### config.mk
export PLATFORM = sky130hd
export DESIGN_NAME = decode_stage_flat
export DESIGN_NICKNAME = d
export VERILOG_FILES = /design/src/rtl/core_pkg.sv /design/src/rtl/decode_stage_if.sv /design/src/rtl/decode_stage_regfile.sv /design/src/rtl/decode_stage.sv /design/src/flat_wrapper.sv
export SDC_FILE = /design/constraint.sdc
export NUM_CORES = 2
export LEC_CHECK = 0
export CAP_MARGIN = 0
export CORE_MARGIN = 3
export CORE_UTILIZATION = 60
export CTS_CLUSTER_DIAMETER = 40
export DETAILED_ROUTE_END_ITERATION = 8
export PLACE_DENSITY_LB_ADDON = 0.25
export SYNTH_ARGS = -nofsm -noshare
export SYNTH_HDL_FRONTEND = slang
export SYNTH_SLANG_ARGS = --single-unit
### constraint.sdc
create_clock -name clk -period 8.1 [get_ports clk]
set_input_delay 2.43 -clock clk [delete_from_list [all_inputs] [get_ports clk]]
set_output_delay 2.43 -clock clk [all_outputs]
set_load 0.005 [all_outputs]
### src/rtl/core_pkg.sv
// Shared RV32I decode definitions: opcodes, funct encodings and the
// operand bundle handed from decode to the ALU.
package core_pkg;

  localparam int XLEN_DEF = 32;

  localparam logic [6:0] OP     = 7'b0110011;
  localparam logic [6:0] OP_IMM = 7'b0010011;
  localparam logic [6:0] LUI    = 7'b0110111;

  localparam logic [2:0] F3_ADD  = 3'b000;
  localparam logic [2:0] F3_SLL  = 3'b001;
  localparam logic [2:0] F3_SLT  = 3'b010;
  localparam logic [2:0] F3_SLTU = 3'b011;
  localparam logic [2:0] F3_XOR  = 3'b100;
  localparam logic [2:0] F3_SR   = 3'b101;
  localparam logic [2:0] F3_OR   = 3'b110;
  localparam logic [2:0] F3_AND  = 3'b111;

  localparam logic [6:0] F7_BASE = 7'b0000000;
  localparam logic [6:0] F7_ALT  = 7'b0100000;

  typedef struct packed {
    logic [31:0] a;
    logic [31:0] b;
    logic [2:0]  funct3;
    logic [6:0]  funct7;
    logic [4:0]  rd;
    logic        illegal;
  } alu_op_t;

  // The alternate funct7 is only defined for SUB/SRA (register form)
  // and SRAI (immediate shift form).
  function automatic logic f7_legal(input logic [2:0] f3, input logic [6:0] f7,
                                    input logic is_imm_shift);
    logic alt_ok;
    alt_ok = is_imm_shift ? (f3 == F3_SR) : ((f3 == F3_ADD) || (f3 == F3_SR));
    return (f7 == F7_BASE) || ((f7 == F7_ALT) && alt_ok);
  endfunction

endpackage

### src/rtl/decode_stage_if.sv
// Handshake bundle around the decode stage: fetch-side input, ALU-side
// output and the writeback return port.
interface decode_stage_if;
  logic        in_valid;
  logic        in_ready;
  logic [31:0] in_instr;

  logic        out_valid;
  logic        out_ready;
  logic [31:0] out_a;
  logic [31:0] out_b;
  logic [2:0]  out_funct3;
  logic [6:0]  out_funct7;
  logic [4:0]  out_rd;
  logic        out_illegal;

  logic        wb_en;
  logic [4:0]  wb_rd;
  logic [31:0] wb_data;

  modport master (
    output in_valid, in_instr, out_ready, wb_en, wb_rd, wb_data,
    input  in_ready, out_valid, out_a, out_b, out_funct3, out_funct7,
           out_rd, out_illegal
  );

  modport slave (
    input  in_valid, in_instr, out_ready, wb_en, wb_rd, wb_data,
    output in_ready, out_valid, out_a, out_b, out_funct3, out_funct7,
           out_rd, out_illegal
  );
endinterface

### src/rtl/decode_stage_regfile.sv
// Architectural register file: two combinational read ports with
// write-through bypass, one synchronous write port, x0 fixed at zero.
module regfile
  import core_pkg::*;
#(
  parameter int XLEN = 32,
  parameter int NREG = 32
) (
  input  logic            clk,
  input  logic            rst_n,
  input  logic [4:0]      rs1_addr,
  input  logic [4:0]      rs2_addr,
  output logic [XLEN-1:0] rs1_data,
  output logic [XLEN-1:0] rs2_data,
  input  logic            wr_en,
  input  logic [4:0]      wr_addr,
  input  logic [XLEN-1:0] wr_data
);

  logic [XLEN-1:0] regs_reg [NREG];
  logic            wr_live;

  assign wr_live = wr_en && (wr_addr != 5'd0);

  // Every entry must come out of reset as zero, so storage is flops.
  always_ff @(posedge clk) begin
    if (!rst_n) begin
      for (int i = 0; i < NREG; i++) regs_reg[i] <= '0;
    end else if (wr_live) begin
      regs_reg[wr_addr] <= wr_data;
    end
  end

  always_comb begin
    rs1_data = '0;
    if (rs1_addr != 5'd0) begin
      rs1_data = (wr_live && wr_addr == rs1_addr) ? wr_data : regs_reg[rs1_addr];
    end
  end

  always_comb begin
    rs2_data = '0;
    if (rs2_addr != 5'd0) begin
      rs2_data = (wr_live && wr_addr == rs2_addr) ? wr_data : regs_reg[rs2_addr];
    end
  end

endmodule

### src/rtl/decode_stage.sv
// RV32I decode/operand stage: decodes OP, OP-IMM and LUI, reads operands,
// tracks in-flight destinations and registers one ALU operation.
module decode_stage
  import core_pkg::*;
#(
  parameter int XLEN = 32,
  parameter int NREG = 32
) (
  input  logic           clk,
  input  logic           rst_n,
  input  logic           flush,
  decode_stage_if.slave  bus
);

  logic [6:0]      opcode;
  logic [2:0]      f3;
  logic [6:0]      f7;
  logic [4:0]      rs1;
  logic [4:0]      rs2;
  logic [4:0]      rd;
  logic [XLEN-1:0] rs1_data;
  logic [XLEN-1:0] rs2_data;

  alu_op_t         dec;
  logic            legal;
  logic            use_rs1;
  logic            use_rs2;
  logic            rs1_busy;
  logic            rs2_busy;
  logic            hazard;
  logic            in_ready;
  logic            accept;

  alu_op_t         out_reg;
  alu_op_t         out_next;
  logic            out_valid_reg;
  logic            out_valid_next;
  logic [NREG-1:0] pending_reg;
  logic [NREG-1:0] pending_next;

  assign opcode = bus.in_instr[6:0];
  assign rd     = bus.in_instr[11:7];
  assign f3     = bus.in_instr[14:12];
  assign rs1    = bus.in_instr[19:15];
  assign rs2    = bus.in_instr[24:20];
  assign f7     = bus.in_instr[31:25];

  regfile #(.XLEN(XLEN), .NREG(NREG)) u_regfile (
    .clk      (clk),
    .rst_n    (rst_n),
    .rs1_addr (rs1),
    .rs2_addr (rs2),
    .rs1_data (rs1_data),
    .rs2_data (rs2_data),
    .wr_en    (bus.wb_en),
    .wr_addr  (bus.wb_rd),
    .wr_data  (bus.wb_data)
  );

  always_comb begin
    dec     = '0;
    legal   = 1'b0;
    use_rs1 = 1'b0;
    use_rs2 = 1'b0;
    case (opcode)
      OP: begin
        legal      = f7_legal(f3, f7, 1'b0);
        use_rs1    = 1'b1;
        use_rs2    = 1'b1;
        dec.a      = rs1_data;
        dec.b      = rs2_data;
        dec.funct3 = f3;
        dec.funct7 = f7;
        dec.rd     = rd;
      end
      OP_IMM: begin
        use_rs1    = 1'b1;
        dec.a      = rs1_data;
        dec.funct3 = f3;
        dec.rd     = rd;
        if (f3 == F3_SLL || f3 == F3_SR) begin
          legal      = f7_legal(f3, f7, 1'b1);
          dec.b      = {27'b0, bus.in_instr[24:20]};
          dec.funct7 = f7;
        end else begin
          // Non-shift immediates never carry funct7, so ADDI cannot subtract.
          legal      = 1'b1;
          dec.b      = {{20{bus.in_instr[31]}}, bus.in_instr[31:20]};
          dec.funct7 = F7_BASE;
        end
      end
      LUI: begin
        legal  = 1'b1;
        dec.b  = {bus.in_instr[31:12], 12'b0};
        dec.rd = rd;
      end
      default: legal = 1'b0;
    endcase
    if (!legal) begin
      dec         = '0;
      dec.illegal = 1'b1;
      use_rs1     = 1'b0;
      use_rs2     = 1'b0;
    end
  end

  // A source retiring this very cycle is served by the regfile bypass.
  assign rs1_busy = pending_reg[rs1] && !(bus.wb_en && bus.wb_rd == rs1);
  assign rs2_busy = pending_reg[rs2] && !(bus.wb_en && bus.wb_rd == rs2);
  assign hazard   = (use_rs1 && rs1_busy) || (use_rs2 && rs2_busy);

  assign in_ready = rst_n && !flush && !hazard && (!out_valid_reg || bus.out_ready);
  assign accept   = bus.in_valid && in_ready;

  always_comb begin
    pending_next = pending_reg;
    if (bus.wb_en) pending_next[bus.wb_rd] = 1'b0;
    if (accept && dec.rd != 5'd0) pending_next[dec.rd] = 1'b1;
    if (flush) pending_next = '0;
    pending_next[0] = 1'b0;
  end

  always_comb begin
    out_next       = out_reg;
    out_valid_next = out_valid_reg;
    if (flush) begin
      out_next       = '0;
      out_valid_next = 1'b0;
    end else if (accept) begin
      out_next       = dec;
      out_valid_next = 1'b1;
    end else if (bus.out_ready) begin
      out_valid_next = 1'b0;
    end
  end

  always_ff @(posedge clk) begin
    if (!rst_n) begin
      pending_reg   <= '0;
      out_reg       <= '0;
      out_valid_reg <= 1'b0;
    end else begin
      pending_reg   <= pending_next;
      out_reg       <= out_next;
      out_valid_reg <= out_valid_next;
    end
  end

  assign bus.in_ready    = in_ready;
  assign bus.out_valid   = out_valid_reg;
  assign bus.out_a       = out_reg.a;
  assign bus.out_b       = out_reg.b;
  assign bus.out_funct3  = out_reg.funct3;
  assign bus.out_funct7  = out_reg.funct7;
  assign bus.out_rd      = out_reg.rd;
  assign bus.out_illegal = out_reg.illegal;

endmodule

### src/flat_wrapper.sv
// flat-port wrapper written by rule: the top's interface ports become plain ports
module decode_stage_flat import core_pkg::*;
#(
  parameter int XLEN = 32,
  parameter int NREG = 32
)
  (clk, rst_n, flush, bus_in_valid, bus_in_instr, bus_out_ready, bus_wb_en, bus_wb_rd, bus_wb_data, bus_in_ready, bus_out_valid, bus_out_a, bus_out_b, bus_out_funct3, bus_out_funct7, bus_out_rd, bus_out_illegal);
  decode_stage_if bus_i ();
  input  logic clk;
  input  logic rst_n;
  input  logic flush;
  input wire logic [$bits(bus_i.in_valid)-1:0] bus_in_valid;
  input wire logic [$bits(bus_i.in_instr)-1:0] bus_in_instr;
  input wire logic [$bits(bus_i.out_ready)-1:0] bus_out_ready;
  input wire logic [$bits(bus_i.wb_en)-1:0] bus_wb_en;
  input wire logic [$bits(bus_i.wb_rd)-1:0] bus_wb_rd;
  input wire logic [$bits(bus_i.wb_data)-1:0] bus_wb_data;
  output wire logic [$bits(bus_i.in_ready)-1:0] bus_in_ready;
  output wire logic [$bits(bus_i.out_valid)-1:0] bus_out_valid;
  output wire logic [$bits(bus_i.out_a)-1:0] bus_out_a;
  output wire logic [$bits(bus_i.out_b)-1:0] bus_out_b;
  output wire logic [$bits(bus_i.out_funct3)-1:0] bus_out_funct3;
  output wire logic [$bits(bus_i.out_funct7)-1:0] bus_out_funct7;
  output wire logic [$bits(bus_i.out_rd)-1:0] bus_out_rd;
  output wire logic [$bits(bus_i.out_illegal)-1:0] bus_out_illegal;
  assign bus_i.in_valid = bus_in_valid;
  assign bus_i.in_instr = bus_in_instr;
  assign bus_i.out_ready = bus_out_ready;
  assign bus_i.wb_en = bus_wb_en;
  assign bus_i.wb_rd = bus_wb_rd;
  assign bus_i.wb_data = bus_wb_data;
  assign bus_in_ready = bus_i.in_ready;
  assign bus_out_valid = bus_i.out_valid;
  assign bus_out_a = bus_i.out_a;
  assign bus_out_b = bus_i.out_b;
  assign bus_out_funct3 = bus_i.out_funct3;
  assign bus_out_funct7 = bus_i.out_funct7;
  assign bus_out_rd = bus_i.out_rd;
  assign bus_out_illegal = bus_i.out_illegal;
  decode_stage #(.XLEN(XLEN), .NREG(NREG)) u_core (.clk(clk), .rst_n(rst_n), .flush(flush), .bus(bus_i));
endmodule
==> impl_metrics.py <==
metrics = {
    "grt": {
        "grtUsageMet2": 0.629,
        "grt_util_met3": 0.210,
        "grt_overflow_total": 0,
        "grt_usage": 0.453,
        "grt_pass1_wl_mm": 329,
        "grt_max_degree": 123,
        "top_usage_layer": "met2",
        "antenna_found_initial": 32,
        "grt_pass1_vias": 44300,
        "globalRouteMet1Util": 0.573,
    },
    "floorplanning": {
        "num_rows": 115,
        "core_region_area_um2": 99100,
        "dieArea_um2": 105000,
        "top_level_ports": 157,
        "die_h_um": 324,
        "fp.dieW_um": 324,
        "start_util": 0.610,
    },
    "final_layout": {
        "final_common_cell": "edfxtp_1",
        "syn_to_final_growth_pct": 14.5,
        "drive_gt1_frac": 0.214,
        "layout_common_cells": "1,024 x edfxtp_1, 873 x and2_1, 398 x mux4_2, 344 x mux2i_1, 189 x buf_4",
        "fin_util": 0.699,
        "fill_cells": 6615,
        "largest_reg_flops": 1024,
        "layout.nets": 4609,
    },
    "logic_synthesis": {
        "yosys_register_bits": 1136,
        "yosysWarnings": 0,
        "synth_async_sr_flop_share": 0,
        "avgSynthCellArea_um2": 13.5,
        "yosys.area.top_type": "edfxtp_1",
        "yosysSeqAreaShare": 0.545,
        "synth_cells": 4467,
        "synth_top_area_share": 0.508,
        "netlist-cell-type-count": 69,
        "ys.flop_type": "edfxtp_1",
        "synthTopCellsByArea": "edfxtp_1 51%, mux4_2 15%, and2_1 9.0%",
        "synthesis.area_um2": 60500,
        "synth-edff-count": 1024,
    },
    "setup_path": {
        "critPathKind": "in -> out",
        "crit_fanout": 9,
        "startpoint_type": "input pin",
        "regToRegSetupSlack_ps": 4790,
        "arrival_ps": 4970,
        "required_ps": 5670,
        "crit_path_end_kind": "output pin",
    },
    "clock_network": {
        "h-tree-depth": 4,
        "cts_hold_buffers": 0,
        "clock_latency_ps": 790,
        "clk_path_buf_depth": 3,
        "cts_tree": "yes",
        "clk_root_buffer_cell": "clkbuf_16",
        "path_clk_slew_ps": 50,
        "clkSinkCount": 1136,
        "postCtsSetupRepairBufs": 0,
        "numCtsBuffers": 151,
        "cts_resized": 0,
    },
    "timing": {
        "hold_viol_final": 0,
        "rsz0062_at_grt": "no",
        "clock_skew_ps": 30.1,
        "tns_ps": 0,
        "slew_viol_final": 0,
        "fmax_mhz": 135,
        "worst_pin_slew_ps": 1380,
        "relSlewSlack": 0.0775,
        "whs_ps": 458,
        "fin_ws_ps": 695,
        "period_share": 0.914,
        "finalSetupViolations": 0,
        "min_period_ps": 7400,
    },
    "pwr": {
        "ir_worst_vdd_uv": 191,
        "p_leak_uw": 0.0242,
        "power_density_nw_per_um2": 224,
        "p_total_uw": 15500,
    },
    "route": {
        "first_pass_iters": 7,
        "drt-wirelength-per-cell_um": 39.6,
        "drtIter0Drc": 9529,
        "postRouteWirelength_mm": 236,
        "antenna_left": 0,
        "viasPerCell": 7.79,
        "route.detailed.drc": 0,
        "via_count": 46500,
    },
    "hold_path": {
        "hold_class": "reg -> reg",
    },
    "outcome": {
        "outcome": "finished, final reports clean",
    },
    "place": {
        "place_hpwl_mm": 141,
        "place_ws_ps": 759,
        "place.gp.congestion": 0.959,
        "io_buffer_count": 156,
    },
    "run": {
        "cap_violations": 0,
    },
}
logic make-up (layout without fill, tap and decap cells):
logic type                Yosys count  after routing  synth area share
other                               1             58         0.0000620
buffers and inverters             485            645            0.0340
xor gates and xnor gates           11             11           0.00159
and+or+nand+nor                  1446           1446             0.136
muxes                             788            788             0.214
AOI/OAI and AO/OA                 600            600            0.0697
DFF                              1136           1136             0.545
worst paths after layout:
check / cells past startpoint / end / start
max: 7 / bus_in_ready / bus_wb_rd[1]
min: 2 / u_core.bus.out_a[30] / u_core.bus.out_a[30]
max reg2reg: 8 / u_core.bus.out_a[0] / u_core.pending_reg[29]
min reg2reg: 2 / u_core.bus.out_a[30] / u_core.bus.out_a[30]
metal layers:
metal | wire, µm | vias to the layer above | part of all wire
met2 | 97500 | 5212 | 0.41
li1 | - | 17400 | -
met5 | 86 | - | 0.00036
met4 | 19900 | 10 | 0.084
met3 | 44100 | 1325 | 0.19
met1 | 74800 | 22600 | 0.32
report_power, final:
group / internal, µW / leakage, µW / switching [µW] / total, µW
Sequential: 6680 / 0.0107 / 157 / 6840
Combinational: 617 / 0.0110 / 1050 / 1670
Clock: 4220 / 0.00254 / 2760 / 6980
Total: 11500 / 0.0242 / 3970 / 15500
final cells by class:
class,count,area (µm²),area share
antenna,26,65.1,0.000939
clock buffer,174,3940,0.0568
clock inverter,103,1310,0.0189
inverter,14,52.6,0.000759
multi-input combinational,2877,26100,0.377
sequential,1136,33000,0.476
tap,1287,1610,0.0232
timing repair buffer,354,3200,0.0462
cells in the mapped netlist, types with 30 or more instances:
library cell and count:
buf_4 30, edfxtp_1 1024, o21ai_0 122, dfxtp_1 112
mux2i_1 344, nor2_1 101, nand2_1 158, mux2_2 46
o211ai_1 44, mux4_2 398, and2_1 874, nor3_1 159
nand3_1 38, a22oi_1 65, a221oi_1 61, a21oi_1 76
o221ai_1 47, buf_2 64, clkbuf_1 347, a31oi_1 38
metrics by stage:
stage / cells / cell area (µm²)
after CTS: 5945 / 69200
after global placement: 5668 / 64000
final: 5971 / 69300
after detailed placement: 5668 / 64000
after floorplan: 4498 / 60600
after global routing: 5949 / 69200
worst max-delay path: stages:
cell and delay (ps):
clkdlybuf4s50_1 620, xor2_1 270, or4_4 570, nor3b_4 220, nor3b_1 90, nor3_1 210
clkdlybuf4s50_1 550
(Power assumes the default switching activity.)
